**src/rtl/pipeline_pkg.sv**
```systemverilog
// Shared pipeline constants for the fetch stage, ID stage and hazard unit.
package pipeline_pkg;

  localparam int unsigned XLEN             = 32;
  localparam logic [31:0] DEFAULT_RESET_PC = 32'h0000_0000;
  localparam logic [31:0] NOP_INSTR        = 32'h0000_0000;

endpackage

```
**src/rtl/fetch_queue.sv**
```systemverilog
// Synchronous FIFO holding prefetched {pc, instruction} entries between fetch and IF/ID.
module fetch_queue
  import pipeline_pkg::*;
#(
  parameter  int W     = 64,
  parameter  int DEPTH = 4,
  localparam int PW    = $clog2(DEPTH),
  localparam int CW    = $clog2(DEPTH + 1)
) (
  input  logic          clk,
  input  logic          reset,
  input  logic          push_i,
  input  logic          pop_i,
  input  logic          clear_i,
  input  logic [W-1:0]  data_i,
  output logic          full_o,
  output logic          empty_o,
  output logic [CW-1:0] count_o,
  output logic [W-1:0]  head_o
);

  localparam logic [CW-1:0] FULL_COUNT = CW'(DEPTH);

  logic [W-1:0]  mem_q [DEPTH];
  logic [PW-1:0] rd_ptr_q, rd_ptr_d;
  logic [PW-1:0] wr_ptr_q, wr_ptr_d;
  logic [CW-1:0] count_q, count_d;
  logic          do_push, do_pop;

  assign full_o  = (count_q == FULL_COUNT);
  assign empty_o = (count_q == '0);
  assign count_o = count_q;
  assign head_o  = mem_q[rd_ptr_q];

  // A push into a full queue is only legal when the head leaves on the same edge.
  assign do_pop  = pop_i && !empty_o;
  assign do_push = push_i && (!full_o || do_pop);

  always_comb begin
    rd_ptr_d = rd_ptr_q;
    wr_ptr_d = wr_ptr_q;
    count_d  = count_q;
    if (clear_i) begin
      rd_ptr_d = '0;
      wr_ptr_d = '0;
      count_d  = '0;
    end else begin
      if (do_push) wr_ptr_d = wr_ptr_q + PW'(1);
      if (do_pop)  rd_ptr_d = rd_ptr_q + PW'(1);
      case ({do_push, do_pop})
        2'b10:   count_d = count_q + CW'(1);
        2'b01:   count_d = count_q - CW'(1);
        default: count_d = count_q;
      endcase
    end
  end

  always_ff @(posedge clk) begin
    if (reset) begin
      rd_ptr_q <= '0;
      wr_ptr_q <= '0;
      count_q  <= '0;
    end else begin
      rd_ptr_q <= rd_ptr_d;
      wr_ptr_q <= wr_ptr_d;
      count_q  <= count_d;
    end
  end

  always_ff @(posedge clk) begin
    if (do_push && !clear_i) mem_q[wr_ptr_q] <= data_i;
  end

endmodule

```
**src/rtl/if_stage_prefetch.sv**
```systemverilog
// Instruction-fetch stage: PC register, prefetch queue and IF/ID register, so decode stalls do not freeze fetch.
module if_stage_prefetch
  import pipeline_pkg::*;
#(
  parameter  int             N        = XLEN,
  parameter  int             ADDR_W   = 8,
  parameter  int             DEPTH    = 4,
  parameter  logic [N-1:0]   RESET_PC = N'(DEFAULT_RESET_PC),
  localparam int             CW       = $clog2(DEPTH + 1)
) (
  input  logic              clk,
  input  logic              reset,
  input  logic              redirect_valid,
  input  logic [N-1:0]      redirect_pc,
  input  logic              if_id_write,
  input  logic              if_flush,
  output logic [ADDR_W-1:0] imem_addr,
  input  logic [N-1:0]      imem_data,
  output logic [N-1:0]      instruction,
  output logic [N-1:0]      npc,
  output logic              inst_valid,
  output logic [CW-1:0]     q_count
);

  logic [N-1:0]   pc_q, pc_d;
  logic [N-1:0]   instr_q, instr_d;
  logic [N-1:0]   npc_q, npc_d;
  logic           valid_q, valid_d;
  logic           push, pop;
  logic           q_full, q_empty;
  logic [2*N-1:0] q_head;

  // A redirect kills the whole wrong path, including anything that would move this edge.
  assign pop  = if_id_write && !if_flush && !redirect_valid && !q_empty;
  assign push = !redirect_valid && (!q_full || pop);

  fetch_queue #(
    .W     (2 * N),
    .DEPTH (DEPTH)
  ) u_queue (
    .clk     (clk),
    .reset   (reset),
    .push_i  (push),
    .pop_i   (pop),
    .clear_i (redirect_valid),
    .data_i  ({pc_q, imem_data}),
    .full_o  (q_full),
    .empty_o (q_empty),
    .count_o (q_count),
    .head_o  (q_head)
  );

  assign imem_addr   = pc_q[ADDR_W-1:0];
  assign instruction = instr_q;
  assign npc         = npc_q;
  assign inst_valid  = valid_q;

  always_comb begin
    pc_d = pc_q;
    if (redirect_valid) pc_d = redirect_pc;
    else if (push)      pc_d = pc_q + N'(1);
  end

  // Flush wins over stall; an empty queue with the register open inserts a bubble.
  always_comb begin
    instr_d = instr_q;
    npc_d   = npc_q;
    valid_d = valid_q;
    if (if_flush) begin
      instr_d = N'(NOP_INSTR);
      valid_d = 1'b0;
    end else if (if_id_write) begin
      if (pop) begin
        instr_d = q_head[N-1:0];
        npc_d   = q_head[2*N-1:N];
        valid_d = 1'b1;
      end else begin
        instr_d = N'(NOP_INSTR);
        valid_d = 1'b0;
      end
    end
  end

  always_ff @(posedge clk) begin
    if (reset) begin
      pc_q    <= RESET_PC;
      instr_q <= '0;
      npc_q   <= '0;
      valid_q <= 1'b0;
    end else begin
      pc_q    <= pc_d;
      instr_q <= instr_d;
      npc_q   <= npc_d;
      valid_q <= valid_d;
    end
  end

endmodule

```
**config.mk**
```make
export PLATFORM = sky130hd
export DESIGN_NAME = if_stage_prefetch
export DESIGN_NICKNAME = d
export VERILOG_FILES = /design/src/rtl/pipeline_pkg.sv /design/src/rtl/fetch_queue.sv /design/src/rtl/if_stage_prefetch.sv
export SDC_FILE = /design/constraint.sdc
export NUM_CORES = 1
export LEC_CHECK = 0
export CAP_MARGIN = 5
export CORE_UTILIZATION = 60
export CTS_BUF_LIST = sky130_fd_sc_hd__clkbuf_8
export DETAILED_ROUTE_END_ITERATION = 16
export PLACE_DENSITY = 0.93
export SLEW_MARGIN = 20
export SYNTH_ARGS = -nofsm -noshare
export SYNTH_HDL_FRONTEND = slang
export SYNTH_SLANG_ARGS = --single-unit
```
**constraint.sdc**
```tcl
create_clock -name clk -period 6.3 [get_ports clk]
set_input_delay 0.945 -clock clk [delete_from_list [all_inputs] [get_ports clk]]
set_output_delay 0.945 -clock clk [all_outputs]
set_load 0.01 [all_outputs]
```
## Word-level counts from Yosys, hierarchy flattened

Memories as Yosys holds them, arrays and structs flattened. A register that Yosys moved wholly into a read port is not among the register bits.
Cells that the tools add are included.

| cells by class | value |
|---|---|
| add/sub/neg operators | 5 |
| multiply operators | 0 |
| div/mod/pow operators | 0 |
| magnitude comparators | 0 |
| eq/ne operators | 3 |
| shift operators | 0 |
| muxes and demuxes | 9 |
| bitwise operators | 1 |
| reductions and logical operators | 19 |

Operators with widths:

| operator | number |
|---|---|
| $mux W32 | 3 |
| $add A32 B1 Y32 const B | 1 |
| $logic_and A1 B1 Y1 | 7 |
| $pmux W3 S2 | 1 |
| $add A2 B1 Y2 const B | 2 |
| $logic_not A1 Y1 | 4 |
| $mux W2 | 2 |
| $reduce_bool A2 Y1 | 2 |
| $reduce_or A2 Y1 | 2 |
| $add A3 B1 Y3 const B | 1 |
| $eq A3 B3 Y1 const B | 1 |
| $logic_not A3 Y1 | 1 |
| $mux W1 | 3 |
| $reduce_and A3 Y1 | 1 |
| $sub A3 B1 Y3 const B | 1 |
| $eq A2 B1 Y1 const B | 1 |
| $eq A2 B2 Y1 const B | 1 |
| $logic_or A1 B1 Y1 | 2 |
| $not A1 Y1 | 1 |

| storage, ports and cells | value |
|---|---|
| bits in registers | 104 |
| bits in latches | 0 |
| memory bits (writable) | 256 |
| ROM bits | 0 |
| input port bits | 69 |
| memories kept | 1 |

Memory list:

| memory | words | width | rd ports | clocked after memory_dff | write ports | RTL line | text |
|---|---|---|---|---|---|---|---|
| u_queue.mem_q | 4 | 64 | 1 | 1 | 1 | fetch_queue.sv:24 | `logic [W-1:0] mem_q [DEPTH];` |

## Depth between registers and ports, before layout

| logic depth | value |
|---|---|
| depth after elaboration | 10 |
| gate-level depth with buffers | 11 |
| mapped depth without buffers | 9 |

## Modules after synthesis

From an unflattened synthesis, not the netlist that was laid out.

| second synthesis, totals | value |
|---|---|
| cells, all modules | 953 |
| area total of the unflattened synthesis | 14,228.6 um^2 |

By module, submodules not included:

| module | times used | cells an instance | area each (um^2) |
|---|---|---|---|
| fetch_queue | 1 | 401 | 9,778.1 |
| if_stage_prefetch | 1 | 552 | 4,450.5 |

## Least setup slack after synthesis

Ideal clock, no wire load.

| timing | value |
|---|---|
| kind | input to register |
| start point | in if_id_write |
| end point | mem u_queue.mem_q[0][0], enable pin |
| setup time | 429 ps |
| arrival | 3,098 ps |
| required time | 5,871 ps |
| path slack | 2,773 ps |
| stages on the path | 3 |
| buffers on the path | 0 |
| cell sequence | or2b_1 > a31oi_1 > and2_1 |

| on the way | value |
|---|---|
| word-level cells in the longest chain between the ends | 9 |

RTL lines:

| item | RTL line | text |
|---|---|---|
| from (decl) | if_stage_prefetch.sv:15 | `input logic if_id_write,` |
| $logic_and A1 B1 Y1 (*) (3 in series) | if_stage_prefetch.sv:34 | `assign pop = if_id_write && !if_flush && !redirect_valid && !q_empty;` |
| $logic_or A1 B1 Y1 or $logic_and A1 B1 Y1 (tied branches) | if_stage_prefetch.sv:35, fetch_queue.sv:36 |  |
| $logic_and A1 B1 Y1 or $logic_or A1 B1 Y1 (tied branches) | if_stage_prefetch.sv:35, fetch_queue.sv:37 |  |
| $logic_and A1 B1 Y1 (*) | fetch_queue.sv:37 | `assign do_push = push_i && (!full_o \|\| do_pop);` |
| $logic_and A1 B1 Y1 (*) | fetch_queue.sv:71 | `if (do_push && !clear_i) mem_q[wr_ptr_q] <= data_i;` |
| $mux W1 (*) | fetch_queue.sv:71 |  |
| $mux W1 (not written as such) (*) | fetch_queue.sv:71 |  |
| to (decl) | fetch_queue.sv:24 |  |

Mark *: on every way between the ends. The rest lies on a longest branch, timed or not.

## Worst setup path after layout

| timing | value |
|---|---|
| start point | in if_id_write |
| end point | mem u_queue.mem_q[0][36], enable pin |

The elaborated chain is that of the path after synthesis.

==> flow_summary.toml <==
[outcome]
status = "finished clean"

[power_and_ir_drop]
leakage_nw = 5.489
p_total_mw = 4.826
netSwitchingFraction_pct = 21.38
clkPwrFrac_pct = 40.1
p_int_mw = 3.794
p_switching_mw = 1.032
ir_drop_mv = 0.1707
seqPwrFrac_pct = 55.4
powerDensity_nw_per_um2 = 289.8
combPwrFrac_pct = 4.4

[synthesis]
syn_inst = 903
synthDistinctLibCells = 52
synth_edf_count = 256
synth_warnings = 0
ys_top_cells_by_count = "edfxtp_1 (256), dfxtp_1 (106), nand2_1 (93), a21oi_1 (78), mux4_2 (64)"
avgSynthCellArea_sq_um = 15.38
synth_flop_cell = "edfxtp_1"
yosysSeqAreaShare_pct = 70.64
synthArstFlopShare_pct = 0
ys_ff_latch = 362
synth_nets = 980
synth.area.top_cells = "edfxtp_1 (55%), dfxtp_1 (15%), mux4_2 (10%)"
yosysMostFrequentCell = "edfxtp_1"
synth_top_area_cell = "edfxtp_1"
synthDominantCellAreaShare_pct = 55.36
netlist_area_sq_um = 13890

[route]
vias = 8481
drt_pass1_iterations = 7
routed_wl_microns = 30830
drt_drc_violations_left = 0
viasPerCell = 6.115
antenna_left = 0
drtIter0Drc = 863
post_drt_wl_per_cell_microns = 22.23

[clock_network]
post-cts-setup-buffers = 0
cts_buffers = 54
cts_hold_buf = 0
clk_latency_ps = 590
clockRootBuffer = "clkbuf_8"
clock_sinks = 362
clock_path_buffers = 3
cts_resized = 0
cts_tree = "done"
h-tree-depth = 2
clk_pin_slew_ps = 60

[global_routing]
antenna_found_initial = 0
grt_pass1_vias = 8560
grt_pass1_wl_microns = 47060
track_usage_pct = 26.49
grt_overflow_total = 0
grt_max_degree = 67

[layout]
area_growth_pct = 19.92
drive_gt1_share_pct = 15.97
final_nets = 1133
fin_cells = 1387
final_area_sq_um = 16650
final_util_pct = 73.56
antenna_cells = 0

[worst_setup_path]
cp-start-kind = "primary input"
slowest_stage = "and2_2"
arrival_ps = 4110
worstPathMaxFanout = 38
cp_common_cell = "buf_4"
end_kind = "register"
slowest_delay_ps = 760
crit_required_ps = 6510
criticalPathCategory = "primary input to register"
cp_cell_sequence = "clkdlybuf4s50_1 > buf_4 > or2b_1 > a31oi_1 > and2_2 > buf_4"

[sta]
period_share_pct = 61.90
fin_tns_setup_ps = 0
fin_crit_ps = 3900
fin_skew_ps = 30.20
max_freq_mhz = 256.4
whs_ps = 452.4
drv_slew = 0
worst_pin_slew_ps = 1127
grt_setup_unrepaired = "no"
slew_headroom_pct = 24.62
hold_viol_final = 0
setup_viol = 0
postLayoutSetupSlackWorst_ps = 2400

[floorplanning]
fp.dieW_microns = 154.1
die_h_microns = 154.1
row_count = 55
io_pins = 145
coreArea_sq_um = 22640
dieArea_sq_um = 23760
start_util_pct = 61.34

[hold_path]
hold_path.class = "register to register"

[place]
dp_hpwl_microns = 18930
dpl.cell_count = 1285
place_congestion = 0.8429
io_buffers = 144
placed_area_sq_um = 15510
place_ws_ps = 1928

[job]
cap_violations = 0
==> power by group through the flow <==
stage	clock network (mW)	registers [mW]	logic [mW]
finish	1.94	2.68	0.214
CTS	1.96	2.67	0.214
detailed placement	0	2.72	0.212
global placement	0	2.72	0.205
floorplan	0	2.70	0.113
global route	2.06	2.68	0.229
==> cells in the final DEF (no fill, tap or decap), drive strengths merged, types with 2 or more instances in the layout <==
master	n
mux2i	2
ha	8
a31oi	2
o211ai	3
nor2b	31
xnor2	19
clkdlybuf4s50	143
o21ai	13
bufinv	2
a21oi	78
and4	4
nand2	93
clkbuf	69
nor4	9
and3	8
nand4	7
and2	5
o21a	3
mux4	64
buf	14
a311oi	4
or3	4
o31a	3
edfxtp	256
inv	27
a211oi	15
nor2	60
or2	3
nand3	6
dfxtp	106
xor2	6
clkinv	13
nor3	9
==> layout make-up <==
cell class / count / area, sq um
Sequential cell: 362 / 9814
Fill cell: 1226 / 5987
Tap cell: 285 / 356.6
Clock buffer: 69 / 949.7
Timing Repair Buffer: 157 / 1534
Inverter: 9 / 33.78
Multi-Input combinational cell: 472 / 3774
Clock inverter: 33 / 191.4
==> kinds of logic (layout without fill, tap and decap cells) <==
logic type / after synthesis / after routing / share of synthesized area [%]
AOI/OAI and AO/OA: 127 / 127 / 5.334
xor gates and xnor gates: 25 / 25 / 1.577
adders and majority gates: 8 / 8 / 0.7208
buffers and inverters: 69 / 268 / 2.252
DFF: 362 / 362 / 70.64
muxes: 66 / 66 / 10.52
and+or+nand+nor: 246 / 246 / 8.956
==> per-layer routing <==
metal / track usage, % / part of all wire, %
met1: 33.05 / 37
met2: 44.89 / 50
met3: 4.848 / 8.1
met4: 13.10 / 4.4
met5: 0 / 0
==> flip-flops by register name (all words and copies together), names as in the netlist, named ones only <==
register          flops
npc                  32
inst_valid            1
u_queue.mem_q       256
u_queue.wr_ptr_q      2
instruction          32
pc_q                 32
u_queue.count_o       3
u_queue.rd_ptr_q      2
==> worst max-delay path, delay by kind of cell <==
kind / cells / cell delay, ps
compound gates: 1 / 610
buf+inv: 3 / 1450
simple gates: 2 / 1030
==> final timing paths <==
| check | from | end | slack (ps) | cells past startpoint |
|---|---|---|---|---|
| worst min register to register | npc[6] | npc[6] | 450 | 2 |
| worst max register to register | u_queue.count_o[0] | u_queue.mem_q[0][36] | 3130 | 5 |
| worst min-delay path | npc[6] | npc[6] | 450 | 2 |
| worst max-delay path | if_id_write | u_queue.mem_q[0][36] | 2400 | 6 |
Note: power is estimated with default switching activity, not from simulation.
